<file path="config.mk">
export PLATFORM = sky130hd
export DESIGN_NAME = ps2_host_tx
export DESIGN_NICKNAME = d
export VERILOG_FILES = /design/src/rtl/ps2_host_tx.sv
export SDC_FILE = /design/constraint.sdc
export NUM_CORES = 1
export LEC_CHECK = 0
export CAP_MARGIN = 20
export CORE_MARGIN = 2
export CORE_UTILIZATION = 45
export CTS_BUF_LIST = sky130_fd_sc_hd__clkbuf_16
export DETAILED_ROUTE_END_ITERATION = 12
export GPL_ROUTABILITY_DRIVEN = 0
export GPL_TIMING_DRIVEN = 0
export PLACE_DENSITY_LB_ADDON = 0.12
export RECOVER_POWER = 25
export SLEW_MARGIN = 20
export SYNTH_ARGS = -nofsm -noshare
export SYNTH_HDL_FRONTEND = slang
export SYNTH_SLANG_ARGS = --single-unit
</file>
<file path="constraint.sdc">
create_clock -name clock -period 2.6 [get_ports clock]
set_input_delay 0.52 -clock clock [delete_from_list [all_inputs] [get_ports clock]]
set_output_delay 0.52 -clock clock [all_outputs]
set_load 0.005 [all_outputs]
</file>
<file path="src/rtl/ps2_host_tx.sv">
// ps2_host_tx: PS/2 host-to-device byte transmitter driving open-drain PS2_CLK/PS2_DAT via drive-low enables.
// Define PS2_TX_TIMEOUT_EN to add a per-transaction watchdog that aborts with an error pulse.
module ps2_host_tx #(
    parameter int INHIBIT_CYCLES    = 5000,
    parameter int START_HOLD_CYCLES = 50,
    parameter int TIMEOUT_CYCLES    = 750000
) (
    input  logic       clock,
    input  logic       reset,
    input  logic       send,
    input  logic [7:0] data_in,
    input  logic       ps2_clk_in,
    input  logic       ps2_dat_in,
    output logic       ps2_clk_oe,
    output logic       ps2_dat_oe,
    output logic       busy,
    output logic       done,
    output logic       error
);

    typedef enum logic [2:0] {
        S_IDLE,
        S_INHIBIT,
        S_REQ,
        S_SHIFT,
        S_ACK,
        S_WAIT
    } state_t;

    localparam int TMR_MAX = (INHIBIT_CYCLES > START_HOLD_CYCLES) ? INHIBIT_CYCLES : START_HOLD_CYCLES;
    localparam int TMR_W   = ($clog2(TMR_MAX + 1) < 3) ? 3 : $clog2(TMR_MAX + 1);

    localparam logic [TMR_W-1:0] INH_LAST  = TMR_W'(INHIBIT_CYCLES - 1);
    localparam logic [TMR_W-1:0] HOLD_LAST = TMR_W'(START_HOLD_CYCLES - 1);
    localparam logic [TMR_W-1:0] IDLE_LAST = TMR_W'(3);

    if (INHIBIT_CYCLES < 1 || START_HOLD_CYCLES < 1 ||
        TIMEOUT_CYCLES < 1 || TIMEOUT_CYCLES > (1 << 20)) begin : g_bad_param
        $error("ps2_host_tx: cycle parameters out of range");
    end

    logic             clk_s1_q, clk_s2_q;
    logic             dat_s1_q, dat_s2_q;
    logic             clk_flt_q, clk_flt_d;
    logic [1:0]       flt_cnt_q, flt_cnt_d;
    logic             fall;

    state_t           state_q, state_d;
    logic [TMR_W-1:0] tmr_q, tmr_d;
    logic [3:0]       bitcnt_q, bitcnt_d;
    logic [9:0]       sh_q, sh_d;
    logic             nack_q, nack_d;
    logic             wd_exp;

    logic             clk_oe_q, clk_oe_d;
    logic             dat_oe_q, dat_oe_d;
    logic             busy_q, busy_d;
    logic             done_q, done_d;
    logic             error_q, error_d;

    // A falling edge is reported once the synchronized clock has sat low for 4 straight cycles.
    always_comb begin
        clk_flt_d = clk_flt_q;
        flt_cnt_d = 2'd0;
        fall      = 1'b0;
        if (clk_s2_q != clk_flt_q) begin
            if (flt_cnt_q == 2'd3) begin
                clk_flt_d = clk_s2_q;
                fall      = clk_flt_q;
            end else begin
                flt_cnt_d = flt_cnt_q + 2'd1;
            end
        end
    end

`ifdef PS2_TX_TIMEOUT_EN
    localparam logic [19:0] WD_LAST = 20'(TIMEOUT_CYCLES - 1);

    logic [19:0] wd_q, wd_d;
    logic        wd_run;

    assign wd_run = (state_q == S_SHIFT) || (state_q == S_ACK) || (state_q == S_WAIT);
    assign wd_exp = wd_run && (wd_q == WD_LAST);
    assign wd_d   = wd_run ? (wd_q + 20'd1) : 20'd0;

    always_ff @(posedge clock or posedge reset) begin
        if (reset) begin
            wd_q <= 20'd0;
        end else begin
            wd_q <= wd_d;
        end
    end
`else
    assign wd_exp = 1'b0;
`endif

    always_ff @(posedge clock or posedge reset) begin
        if (reset) begin
            clk_s1_q  <= 1'b1;
            clk_s2_q  <= 1'b1;
            dat_s1_q  <= 1'b1;
            dat_s2_q  <= 1'b1;
            clk_flt_q <= 1'b1;
            flt_cnt_q <= 2'd0;
            state_q   <= S_IDLE;
            tmr_q     <= '0;
            bitcnt_q  <= 4'd0;
            sh_q      <= 10'd0;
            nack_q    <= 1'b0;
            clk_oe_q  <= 1'b0;
            dat_oe_q  <= 1'b0;
            busy_q    <= 1'b0;
            done_q    <= 1'b0;
            error_q   <= 1'b0;
        end else begin
            clk_s1_q  <= ps2_clk_in;
            clk_s2_q  <= clk_s1_q;
            dat_s1_q  <= ps2_dat_in;
            dat_s2_q  <= dat_s1_q;
            clk_flt_q <= clk_flt_d;
            flt_cnt_q <= flt_cnt_d;
            state_q   <= state_d;
            tmr_q     <= tmr_d;
            bitcnt_q  <= bitcnt_d;
            sh_q      <= sh_d;
            nack_q    <= nack_d;
            clk_oe_q  <= clk_oe_d;
            dat_oe_q  <= dat_oe_d;
            busy_q    <= busy_d;
            done_q    <= done_d;
            error_q   <= error_d;
        end
    end

    always_comb begin
        state_d  = state_q;
        tmr_d    = tmr_q;
        bitcnt_d = bitcnt_q;
        sh_d     = sh_q;
        nack_d   = nack_q;
        case (state_q)
            S_IDLE: begin
                if (send) begin
                    sh_d     = {1'b1, ~^data_in, data_in};
                    tmr_d    = '0;
                    bitcnt_d = 4'd0;
                    nack_d   = 1'b0;
                    state_d  = S_INHIBIT;
                end
            end
            S_INHIBIT: begin
                if (tmr_q == INH_LAST) begin
                    tmr_d   = '0;
                    state_d = S_REQ;
                end else begin
                    tmr_d = tmr_q + 1'b1;
                end
            end
            S_REQ: begin
                if (tmr_q == HOLD_LAST) begin
                    tmr_d    = '0;
                    bitcnt_d = 4'd0;
                    state_d  = S_SHIFT;
                end else begin
                    tmr_d = tmr_q + 1'b1;
                end
            end
            S_SHIFT: begin
                // The stop bit sits at the top of the frame, so the tenth edge releases the line.
                if (fall) begin
                    sh_d     = {1'b0, sh_q[9:1]};
                    bitcnt_d = bitcnt_q + 4'd1;
                    if (bitcnt_q == 4'd9) begin
                        state_d = S_ACK;
                    end
                end
            end
            S_ACK: begin
                if (fall) begin
                    nack_d  = dat_s2_q;
                    tmr_d   = '0;
                    state_d = S_WAIT;
                end
            end
            S_WAIT: begin
                if (clk_s2_q && dat_s2_q) begin
                    if (tmr_q == IDLE_LAST) begin
                        tmr_d   = '0;
                        state_d = S_IDLE;
                    end else begin
                        tmr_d = tmr_q + 1'b1;
                    end
                end else begin
                    tmr_d = '0;
                end
            end
            default: state_d = S_IDLE;
        endcase
        if (wd_exp) begin
            tmr_d   = '0;
            state_d = S_IDLE;
        end
    end

    always_comb begin
        clk_oe_d = 1'b0;
        dat_oe_d = 1'b0;
        busy_d   = (state_d != S_IDLE);
        done_d   = 1'b0;
        error_d  = 1'b0;
        case (state_d)
            S_INHIBIT: clk_oe_d = 1'b1;
            S_REQ: begin
                clk_oe_d = 1'b1;
                dat_oe_d = 1'b1;
            end
            S_SHIFT: begin
                if (state_q == S_REQ) begin
                    dat_oe_d = 1'b1;
                end else if (fall) begin
                    dat_oe_d = ~sh_q[0];
                end else begin
                    dat_oe_d = dat_oe_q;
                end
            end
            default: ;
        endcase
        if (state_q != S_IDLE && state_d == S_IDLE) begin
            if (state_q == S_WAIT && !nack_q && !wd_exp) begin
                done_d = 1'b1;
            end else begin
                error_d = 1'b1;
            end
        end
    end

    assign ps2_clk_oe = clk_oe_q;
    assign ps2_dat_oe = dat_oe_q;
    assign busy       = busy_q;
    assign done       = done_q;
    assign error      = error_q;

endmodule

</file>
==> impl_metrics.yaml <==
status:
  run_status: "completed"
finish:
  syn2layout_area_growth_pct: 19.5
  antennaDiodeCount: 0
  net_count_final: 271
  drive_above_1_share: 0.122
  stdcell_count: 324
  leading_cell_type_in_the_layout_fill_and_taps_excluded: "sky130_fd_sc_hd__dfrtp_1"
  most-common-layout-cells: "sky130_fd_sc_hd__dfrtp_1, sky130_fd_sc_hd__nand2_1, sky130_fd_sc_hd__o21ai_0"
clock_tree:
  clock_tree.htree_level_count: 2
  clock-root-buffer: "sky130_fd_sc_hd__clkbuf_16"
  clk_transition_reported_paths_ns: 0.06
  cts_tree: "done"
  cts_buffer_depth: 2
  clock_latency_ns: 0.28
  cts-hold-fix-buffers: 0
  cts_made_buffers: 5
  cts_post_setup_buffers_inserted: 0
  tritoncts_num_sinks: 43
drt:
  via_per_inst: 5.54
  met1_wire_length_mm: 2.42
  post-route-drc-count: 0
  drt_pass1_iterations: 4
  route.final.wire_length_mm: 4.73
  wl_met3_um: 161
  initialDrtViolationCount: 195
  vias: 1794
  highest-signal-layer: "met4"
  final_antenna_net_count: 0
  wl_per_cell_um: 14.6
  met2WireLength_mm: 2.05
place:
  placement.setup.worst_slack_ns: -0.0952
  io_buffers: 17
  dp_cells: 316
  dp.final_hpwl_mm: 3.47
hold_path:
  hold_start: "dat_s1_q$_DFF_PP1_"
  class_of_the_tightest_hold_or_removal_check: "flip-flop to flip-flop"
grt:
  globalRouteTotalUtil: 0.182
  wire_length_of_the_first_global_routing_pass_mm: 7.78
  grt_start_max_net_pins: 29
  first_global_vias: 1626
  grt_residual_overflow: 0
  antenna_found_initial: 0
critical_path:
  worst-path-buf-inv: 1
  timing.critical_path.required_ns: 2.82
  critPathArrivalTime_ns: 2.63
  delay_heaviest_family_cp: "simple AND/OR/NAND/NOR gates"
  timing_worst_setup_path_type: "input port to flip-flop"
  crit_path_cell_trace: "clkdlybuf4s50_1 -> or4b_2 -> o21a_2 -> a21boi_4 -> or4_1 -> nand3_1"
  cp_max_fo: 10
  worst_setup_path_startpoint: "send"
  cpPeakStageDelay_ns: 0.61
  crit_path_top_delay_cell: "sky130_fd_sc_hd__or4b_2"
  worst_r2r_startpoint: "tmr_q[0]$_DFFE_PP0P_"
  worstSetupEndpointType: "flip-flop"
  setup.worst_path.start_class: "input port"
yosys:
  synth.distinct_cells: 55
  netlist_area_um2: 2300
  async_reset_ff_frac: 1.00
  synth-seq-cells: 43
  synth_cells: 228
  synth.yosys.warnings: 0
  synth-edff-count: 0
  synth.net_count: 246
  syn_area_per_cell_um2: 10.1
  yosys_most_used_dff: "sky130_fd_sc_hd__dfrtp_1"
  portion_of_the_post_synthesis_area_used_by_sequential_elements: 0.471
sta:
  max_clock_freq_mhz: 415
  finalSetupViolCount: 0
  postLayoutSetupSlackWorst_ns: 0.190
  skew_ns: 0.00448
  rsz0062_at_grt: "no"
  period_minus_slack_ns: 2.41
  timing_max_transition_violations_final: 0
  period_share: 0.927
  max-slew-margin-rel: 0.435
  max_slew.worst_pin.slew_ns: 0.842
  tns_ns: 0
  hold_viol_final: 0
pwr:
  power_switching_uw: 315
  internal_power_contribution_uw: 1210
  power_switching_share: 0.206
  power_uw: 1530
  combinational_share_of_power: 0.075
  pd_cells_nw_per_um2: 556
  vdd_drop_max_uv: 453
  leakage_uw: 0.00122
  clockPowerShare: 0.454
  sequentialPowerShare: 0.470
die:
  dieWidth_um: 75.5
  num_rows: 26
  die_height_um: 75.5
  fp.dieArea_um2: 5690
  io_pins: 18
  initial_core_util: 0.459
  design.core.area_um2: 5010
run:
  max-cap-violations: 0
-- Yosys cell counts, types with 5 or more instances --
library cell | count | area, µm²
sky130_fd_sc_hd__ha_1 | 5 | 62.6
sky130_fd_sc_hd__dfstp_2 | 5 | 131
sky130_fd_sc_hd__or4_1 | 5 | 37.5
sky130_fd_sc_hd__inv_1 | 8 | 30.0
sky130_fd_sc_hd__a21oi_1 | 7 | 35.0
sky130_fd_sc_hd__nand2_1 | 27 | 101
sky130_fd_sc_hd__mux2i_1 | 9 | 90.1
sky130_fd_sc_hd__o21ai_0 | 22 | 110
sky130_fd_sc_hd__nor2_1 | 14 | 52.6
sky130_fd_sc_hd__nand3_1 | 8 | 40.0
sky130_fd_sc_hd__xnor2_1 | 10 | 87.6
sky130_fd_sc_hd__dfrtp_1 | 38 | 951
-- area by class of cell --
class                           instances  area (µm²)
Fill cell                             479        2260
Clock buffer                            5         125
Timing Repair Buffer                   18         190
Buffer                                  5        21.3
Sequential cell                        43        1080
Multi-Input combinational cell        172        1170
Inverter                                8        30.0
Clock inverter                          3        38.8
Tap cell                               70        87.6
-- repair_timing --
item,in CTS,in global routing
hold endpoints to repair,0,0
setup endpoints to repair,0,3
resized for setup,0,1
-- per-layer routing --
metal  vias up  GRT usage
li1        891          -
met5         -          0
met2        39      0.262
met4         0     0.0721
met3        10     0.0384
met1       854      0.266
-- power by group through the flow --
stage          registers (µW)  clock network [µW]  logic, µW
2_1_floorplan             727                   0       77.5
3_3_place_gp              729                   0        112
3_5_place_dp              731                   0        119
4_1_cts                   719                 709        119
5_1_grt                   723                 734        129
6_report                  719                 694        115
-- kinds of logic (layout without fill, tap and decap cells) --
family | Yosys count | count (layout) | synth area share
AOI/OAI and AO/OA | 56 | 56 | 0.171
xor gates and xnor gates | 11 | 11 | 0.0419
adders and majority gates | 5 | 5 | 0.0272
buffers and inverters | 13 | 39 | 0.0223
DFF | 43 | 43 | 0.471
muxes | 10 | 10 | 0.0441
and+or+nand+nor | 90 | 90 | 0.222
-- path summary, 6_finish.rpt --
kind | slack [ns] | cells past startpoint | to
max reg2reg | 0.24 | 6 | tmr_q[12]$_DFFE_PP0P_
max in group asynchronous | 1.20 | 3 | dat_s2_q$_DFF_PP1_
min reg2reg | 0.36 | 0 | dat_s2_q$_DFF_PP1_
max | 0.19 | 6 | bitcnt_q[3]$_DFFE_PP0P_
min | 0.36 | 0 | dat_s2_q$_DFF_PP1_
min in group asynchronous | 0.76 | 2 | tmr_q[4]$_DFFE_PP0P_
-- worst register-to-register path, stage by stage, from the launching register on --
cell                       delay [ns]
sky130_fd_sc_hd__dfrtp_1         0.42
sky130_fd_sc_hd__ha_1            0.23
sky130_fd_sc_hd__or3b_2          0.53
sky130_fd_sc_hd__o41ai_4         0.44
sky130_fd_sc_hd__o221ai_2        0.25
sky130_fd_sc_hd__nor2_4          0.26
sky130_fd_sc_hd__o22ai_1         0.12
-- stage by stage --
step,hold WS (ns),util,area (µm²)
floorplan,0.345,-,2300
global route,0.363,0.548,2750
global placement,0.345,0.510,2550
finish,0.358,0.548,2750
CTS,0.360,0.547,2740
detailed placement,0.351,0.514,2570
-- registers in the layout, summed over array words and instances (netlist names), 2 cells and up --
| signal | cells |
|---|---|
| bitcnt_q | 4 |
| flt_cnt_q | 2 |
| sh_q | 10 |
| state_q | 3 |
| tmr_q | 13 |
Power figures use the tool's default switching activity.
